## config.mk

```make
export PLATFORM = sky130hd
export DESIGN_NAME = piggy_coin_dispenser_flat
export DESIGN_NICKNAME = d
export VERILOG_FILES = /design/src/rtl/piggy_pkg.sv /design/src/rtl/piggy_coin_dispenser_if.sv /design/src/rtl/piggy_pulse_timer.sv /design/src/rtl/piggy_coin_dispenser.sv /design/src/flat_wrapper.sv
export SDC_FILE = /design/constraint.sdc
export NUM_CORES = 1
export LEC_CHECK = 0
export BUFFER_PORTS_ARGS = -buffer_cell sky130_fd_sc_hd__buf_2
export CORE_MARGIN = 1.5
export CORE_UTILIZATION = 52
export CTS_CLUSTER_DIAMETER = 50
export DETAILED_ROUTE_END_ITERATION = 16
export GPL_TIMING_DRIVEN = 0
export PLACE_DENSITY = 0.78
export SLEW_MARGIN = 20
export SYNTH_ARGS = -nofsm -noshare
export SYNTH_HDL_FRONTEND = slang
export SYNTH_SLANG_ARGS = --single-unit
```

## constraint.sdc

```tcl
create_clock -name clk -period 2.4 [get_ports clk]
set_input_delay 0.24 -clock clk [delete_from_list [all_inputs] [get_ports clk]]
set_output_delay 0.24 -clock clk [all_outputs]
set_load 0.05 [all_outputs]
```

## src/rtl/piggy_pkg.sv

```systemverilog
// Shared definitions for the piggy-bank coin path: amount width, default eject timing, dispenser states.
// Pure declarations; no logic, latency or backpressure of its own.
package piggy_pkg;

  localparam int AMOUNT_W        = 8;
  localparam int COIN_PULSE_HIGH = 16;
  localparam int COIN_PULSE_LOW  = 16;

  typedef enum logic [1:0] {
    IDLE = 2'd0,
    HIGH = 2'd1,
    LOW  = 2'd2,
    FIN  = 2'd3
  } disp_state_t;

  // Timer must hold max(high,low)-1; never narrower than one bit.
  function automatic int timer_w(input int h, input int l);
    int m;
    int w;
    m = (h > l) ? h : l;
    w = $clog2(m);
    return (w < 1) ? 1 : w;
  endfunction

endpackage

```

## src/rtl/piggy_coin_dispenser_if.sv

```systemverilog
// Request/eject bundle between the payout requester and the coin dispenser.
// Requester holds req_valid until req_ready; status lines are driven by the dispenser.
interface piggy_coin_dispenser_if
  import piggy_pkg::*;
#(
  parameter int WIDTH = AMOUNT_W
);
  logic             req_valid;
  logic             req_ready;
  logic [WIDTH-1:0] req_amount;
  logic             abort;
  logic             coin_out;
  logic             busy;
  logic             done;
  logic             aborted;
  logic [WIDTH-1:0] remaining;

  modport slave (
    input  req_valid, req_amount, abort,
    output req_ready, coin_out, busy, done, aborted, remaining
  );

  modport master (
    output req_valid, req_amount, abort,
    input  req_ready, coin_out, busy, done, aborted, remaining
  );
endinterface

```

## src/rtl/piggy_pulse_timer.sv

```systemverilog
// Loadable down-counter with a zero flag; load takes effect next cycle, then counts to 0 and holds.
// No handshake: the owner decides when to load.
module piggy_pulse_timer #(
  parameter int W = 1
) (
  input  logic         clk,
  input  logic         reset,
  input  logic         i_load,
  input  logic [W-1:0] i_load_val,
  output logic         o_zero
);

  logic [W-1:0] r_count;

  always_ff @(posedge clk or posedge reset) begin
    if (reset) begin
      r_count <= '0;
    end else if (i_load) begin
      r_count <= i_load_val;
    end else if (r_count != '0) begin
      r_count <= r_count - W'(1);
    end
  end

  assign o_zero = (r_count == '0);

endmodule

```

## src/rtl/piggy_coin_dispenser.sv

```systemverilog
// Emits one fixed-width high/low pulse per coin of an accepted amount; done N*(H+L)+1 cycles after handshake.
// Accepts a request only when idle (req_ready); abort lets the current pulse finish before ending.
module piggy_coin_dispenser
  import piggy_pkg::*;
#(
  parameter int WIDTH      = AMOUNT_W,
  parameter int PULSE_HIGH = COIN_PULSE_HIGH,
  parameter int PULSE_LOW  = COIN_PULSE_LOW
) (
  input  logic                   clk,
  input  logic                   reset,
  piggy_coin_dispenser_if.slave  bus
);

  localparam int            TW     = timer_w(PULSE_HIGH, PULSE_LOW);
  localparam logic [TW-1:0] H_LOAD = TW'(PULSE_HIGH - 1);
  localparam logic [TW-1:0] L_LOAD = TW'(PULSE_LOW - 1);

  disp_state_t      r_state;
  disp_state_t      w_next;
  logic             r_coin;
  logic             r_pend;
  logic [WIDTH-1:0] r_remaining;

  logic             w_pend;
  logic             w_accept;
  logic             w_dec;
  logic             w_tmr_load;
  logic [TW-1:0]    w_tmr_val;
  logic             w_tmr_zero;

  piggy_pulse_timer #(
    .W (TW)
  ) u_timer (
    .clk        (clk),
    .reset      (reset),
    .i_load     (w_tmr_load),
    .i_load_val (w_tmr_val),
    .o_zero     (w_tmr_zero)
  );

  // Abort seen this cycle counts immediately, so an abort in the last LOW cycle still ends the payout.
  assign w_pend = r_pend | (bus.abort & ((r_state == HIGH) | (r_state == LOW)));

  always_comb begin
    w_next     = r_state;
    w_accept   = 1'b0;
    w_dec      = 1'b0;
    w_tmr_load = 1'b0;
    w_tmr_val  = '0;
    case (r_state)
      IDLE: begin
        if (bus.req_valid) begin
          w_accept = 1'b1;
          if (bus.req_amount == '0) begin
            w_next = FIN;
          end else begin
            w_next     = HIGH;
            w_tmr_load = 1'b1;
            w_tmr_val  = H_LOAD;
          end
        end
      end
      HIGH: begin
        if (w_tmr_zero) begin
          w_dec      = 1'b1;
          w_next     = LOW;
          w_tmr_load = 1'b1;
          w_tmr_val  = L_LOAD;
        end
      end
      LOW: begin
        if (w_tmr_zero) begin
          if ((r_remaining == '0) || w_pend) begin
            w_next = FIN;
          end else begin
            w_next     = HIGH;
            w_tmr_load = 1'b1;
            w_tmr_val  = H_LOAD;
          end
        end
      end
      FIN:     w_next = IDLE;
      default: w_next = IDLE;
    endcase
  end

  always_ff @(posedge clk or posedge reset) begin
    if (reset) begin
      r_state     <= IDLE;
      r_coin      <= 1'b0;
      r_pend      <= 1'b0;
      r_remaining <= '0;
    end else begin
      r_state <= w_next;
      r_coin  <= (w_next == HIGH);
      r_pend  <= (r_state == FIN) ? 1'b0 : w_pend;
      if (w_accept) begin
        r_remaining <= bus.req_amount;
      end else if (w_dec && (r_remaining != '0)) begin
        r_remaining <= r_remaining - WIDTH'(1);
      end
    end
  end

  assign bus.req_ready = (r_state == IDLE);
  assign bus.coin_out  = r_coin;
  assign bus.busy      = (r_state != IDLE);
  assign bus.done      = (r_state == FIN);
  assign bus.aborted   = (r_state == FIN) & r_pend;
  assign bus.remaining = r_remaining;

endmodule

```

## src/flat_wrapper.sv

```systemverilog
// flat-port wrapper written by rule: the top's interface ports become plain ports
module piggy_coin_dispenser_flat import piggy_pkg::*;
#(
  parameter int WIDTH      = AMOUNT_W,
  parameter int PULSE_HIGH = COIN_PULSE_HIGH,
  parameter int PULSE_LOW  = COIN_PULSE_LOW
)
  (clk, reset, bus_req_valid, bus_req_amount, bus_abort, bus_req_ready, bus_coin_out, bus_busy, bus_done, bus_aborted, bus_remaining);
  piggy_coin_dispenser_if #(.WIDTH(WIDTH)) bus_i ();
  input  logic clk;
  input  logic reset;
  input wire logic [$bits(bus_i.req_valid)-1:0] bus_req_valid;
  input wire logic [$bits(bus_i.req_amount)-1:0] bus_req_amount;
  input wire logic [$bits(bus_i.abort)-1:0] bus_abort;
  output wire logic [$bits(bus_i.req_ready)-1:0] bus_req_ready;
  output wire logic [$bits(bus_i.coin_out)-1:0] bus_coin_out;
  output wire logic [$bits(bus_i.busy)-1:0] bus_busy;
  output wire logic [$bits(bus_i.done)-1:0] bus_done;
  output wire logic [$bits(bus_i.aborted)-1:0] bus_aborted;
  output wire logic [$bits(bus_i.remaining)-1:0] bus_remaining;
  assign bus_i.req_valid = bus_req_valid;
  assign bus_i.req_amount = bus_req_amount;
  assign bus_i.abort = bus_abort;
  assign bus_req_ready = bus_i.req_ready;
  assign bus_coin_out = bus_i.coin_out;
  assign bus_busy = bus_i.busy;
  assign bus_done = bus_i.done;
  assign bus_aborted = bus_i.aborted;
  assign bus_remaining = bus_i.remaining;
  piggy_coin_dispenser #(.WIDTH(WIDTH), .PULSE_HIGH(PULSE_HIGH), .PULSE_LOW(PULSE_LOW)) u_core (.clk(clk), .reset(reset), .bus(bus_i));
endmodule
```

==> results.sh <==
export IMPL_status="finished with violations"
export IMPL_violations="negative hold slack"
export IMPL_p_int_uw=734
export IMPL_hp_class="primary input to async pin"
export IMPL_root_buffer="clkbuf_4"
export IMPL_final_setup_tns_ps=0
export IMPL_start_util_pct=57.3
export IMPL_synth_avg_cell_area_um2=9.56
export IMPL_worst_pin_slew_ps=596
export IMPL_finalCriticalPeriod_ps=1890
export IMPL_diodes=0
export IMPL_ys_warn_count=0
export IMPL_rsz0062_at_grt="false"
export IMPL_drtPass1Iterations=4
export IMPL_syn_cell_area_um2=1030
export IMPL_wirelength_um=2260
export IMPL_endpoint_kind="flip-flop"
export IMPL_grt_pass1_vias=788
export IMPL_synth_top_family_by_area="simple AND/OR/NAND/NOR gates"
export IMPL_maxSlewViolCount=0
export IMPL_syn_nets=126
export IMPL_antenna_found_initial=0
export IMPL_synth_most_common_cell="dfrtp_1"
export IMPL_final_net_count=155
export IMPL_synth_simple_gate_area_share_pct=26.7
export IMPL_worstSetupPathType="flip-flop to flip-flop"
export IMPL_ant_nets=0
export IMPL_crit_chain="inv_1 -> ha_1 -> or3b_4 -> a2111oi_2 -> o22ai_1 -> a21oi_2"
export IMPL_fin_util_pct=67.7
export IMPL_slew_headroom_pct=60.3
export IMPL_p_sw_uw=848
export IMPL_grt_start_max_net_pins=17
export IMPL_die_h_um=47.6
export IMPL_synth_area_leaders="dfrtp_1, ha_1, nand2_1"
export IMPL_synth_cell_type_count=39
export IMPL_grt_ovfl_total=0
export IMPL_cts_resized_gates=0
export IMPL_finalSetupViolCount=0
export IMPL_clockBufferDepth=2
export IMPL_clock_sinks=16
export IMPL_post_route_period_util_pct=78.6
export IMPL_synth_edf_count=0
export IMPL_cp_slowest_cell="or3b_4"
export IMPL_peakVddDrop_uv=805
export IMPL_portBuffers=24
export IMPL_skew_ps=5.22
export IMPL_cts_setup_buffers=0
export IMPL_p_sw_share_pct=53.6
export IMPL_fin_ws_ps=513
export IMPL_vias=922
export IMPL_required_ps=2630
export IMPL_start_kind="flip-flop"
export IMPL_yosys_top_cells_count="dfrtp_1, nand2_1, nor2_1"
export IMPL_drive_gt1_share_pct=26.5
export IMPL_synth_seq_cells=16
export IMPL_ys_async_sr_fraction_pct=100
export IMPL_cpPeakStageDelay_ps=450
export IMPL_clkTransAtPathRegs_ps=100
export IMPL_hold_viol=9
export IMPL_dpl_hpwl_um=1700
export IMPL_synth_mux_area_share_pct=2.06
export IMPL_core_um2=1800
export IMPL_cts_made_buffers=3
export IMPL_area_growth_pct=18.2
export IMPL_wl_per_cell_um=14.1
export IMPL_via_per_inst=5.73
export IMPL_p_per_area_nw_per_um2=1300
export IMPL_crit_fanout=7
export IMPL_p_comb_share_pct=54.0
export IMPL_clk_insertion_delay_late_ps=290
export IMPL_grt_first_pass_wirelength_um=3590
export IMPL_netlist_area_leader_share_pct=38.8
export IMPL_whs_ps=-9.26
export IMPL_drcViolationCount=0
export IMPL_die_w_um=47.6
export IMPL_grtUsageTotal_pct=23.0
export IMPL_syn_inst=108
export IMPL_path_buf_inv=1
export IMPL_ys_seq_area_share_pct=38.8
export IMPL_cts_htree_levels=1
export IMPL_cts_tree="yes"
export IMPL_power_share_sequential_pct=34.4
export IMPL_synth_main_ff_cell="dfrtp_1"
export IMPL_path_delay_family="compound AO/OA/AOI/OAI gates"
export IMPL_cts_hold_buf=0
export IMPL_gp_congestion=0.911
export IMPL_synth_adder_area_share_pct=7.27
export IMPL_synthXorXnorAreaFrac_pct=3.39
export IMPL_p_clk_share_pct=11.6
export IMPL_post_place_ws_ps=552
export IMPL_worstPathArrival_ps=2120
export IMPL_first_iter_violations=18
export IMPL_leakage_uw=0.000527
export IMPL_die_area_um2=2260
export IMPL_io_pins=25
export IMPL_drv_cap=0
export IMPL_clock_fmax_mhz=530
export IMPL_synth_area_leader_cell="dfrtp_1"
export IMPL_synth_compound_area_share_pct=18.5
export IMPL_rows=15
[sequential cells by signal (all words and copies together) (netlist names)]
name,count
u_core.bus.remaining,8
u_core.u_timer.r_count,4
u_core.r_state,2
u_core.bus.coin_out,1
u_core.r_pend,1
[stage by stage]
stage | instances | total power (uW) | instance area, um2
global placement | 157 | 1370 | 1180
finish | 161 | 1580 | 1220
global route | 161 | 1700 | 1220
CTS | 161 | 1580 | 1220
detailed placement | 157 | 1400 | 1180
floorplan | 108 | 1200 | 1030
[cell type report]
class	count	area, um2
Inverter	8	30.0
Clock buffer	4	36.3
Timing Repair Buffer	24	120
Sequential cell	16	400
Buffer	1	3.75
Fill cell	151	582
Tap cell	25	31.3
Multi-Input combinational cell	83	598
[power groups by stage]
stage               clock network, uW  registers, uW  logic, uW
global route                      205            564        927
detailed placement                  0            548        854
finish                            184            544        854
global placement                    0            536        832
floorplan                           0            778        420
CTS                               186            543        856
[cell families (layout without fill, tap and decap cells)]
logic type	Yosys count	in the layout
buffers and inverters	9	37
adders and majority gates	6	6
muxes	2	2
DFF	16	16
and+or+nand+nor	44	44
xor gates and xnor gates	4	4
AOI/OAI and AO/OA	27	27
[per-layer routing]
metal / global-route usage (%) / routed length [um] / part of all wire [%]
met4: 8.11 / 37 / 1.6
met2: 33.2 / 1050 / 46
met5: 0 / 0 / 0
met3: 4.53 / 101 / 4.5
met1: 34.0 / 1070 / 47
[cell usage in the layout (no fill, tap or decap), drive strengths merged, types with 3 or more instances in the layout]
| cell type | count |
|---|---|
| nor3 | 4 |
| a21oi | 8 |
| o21ai | 3 |
| or3 | 3 |
| ha | 6 |
| xnor2 | 3 |
| dfrtp | 16 |
| inv | 8 |
| nand2b | 3 |
| a31oi | 4 |
| buf | 24 |
| nor2 | 10 |
| clkbuf | 5 |
| nand2 | 10 |
[path summary, 6_finish.rpt]
kind	from	endpoint	slack [ps]	depth (start not counted)
setup reg to reg	u_core.u_timer.r_count[0]$_DFFE_PP0P_	u_core.bus.coin_out$_DFF_PP0_	510	6
setup / recovery	u_core.u_timer.r_count[0]$_DFFE_PP0P_	u_core.bus.coin_out$_DFF_PP0_	510	6
min in group clk	bus_req_amount[1]	u_core.bus.remaining[1]$_DFFE_PP0P_	200	2
hold reg to reg	u_core.u_timer.r_count[1]$_DFFE_PP0P_	u_core.u_timer.r_count[1]$_DFFE_PP0P_	560	2
hold / removal	reset	u_core.u_timer.r_count[0]$_DFFE_PP0P_	-9	2
max in group asynchronous	reset	u_core.r_state[0]$_DFF_PP0_	2020	2
No activity file was read; power rests on OpenSTA's default activity.
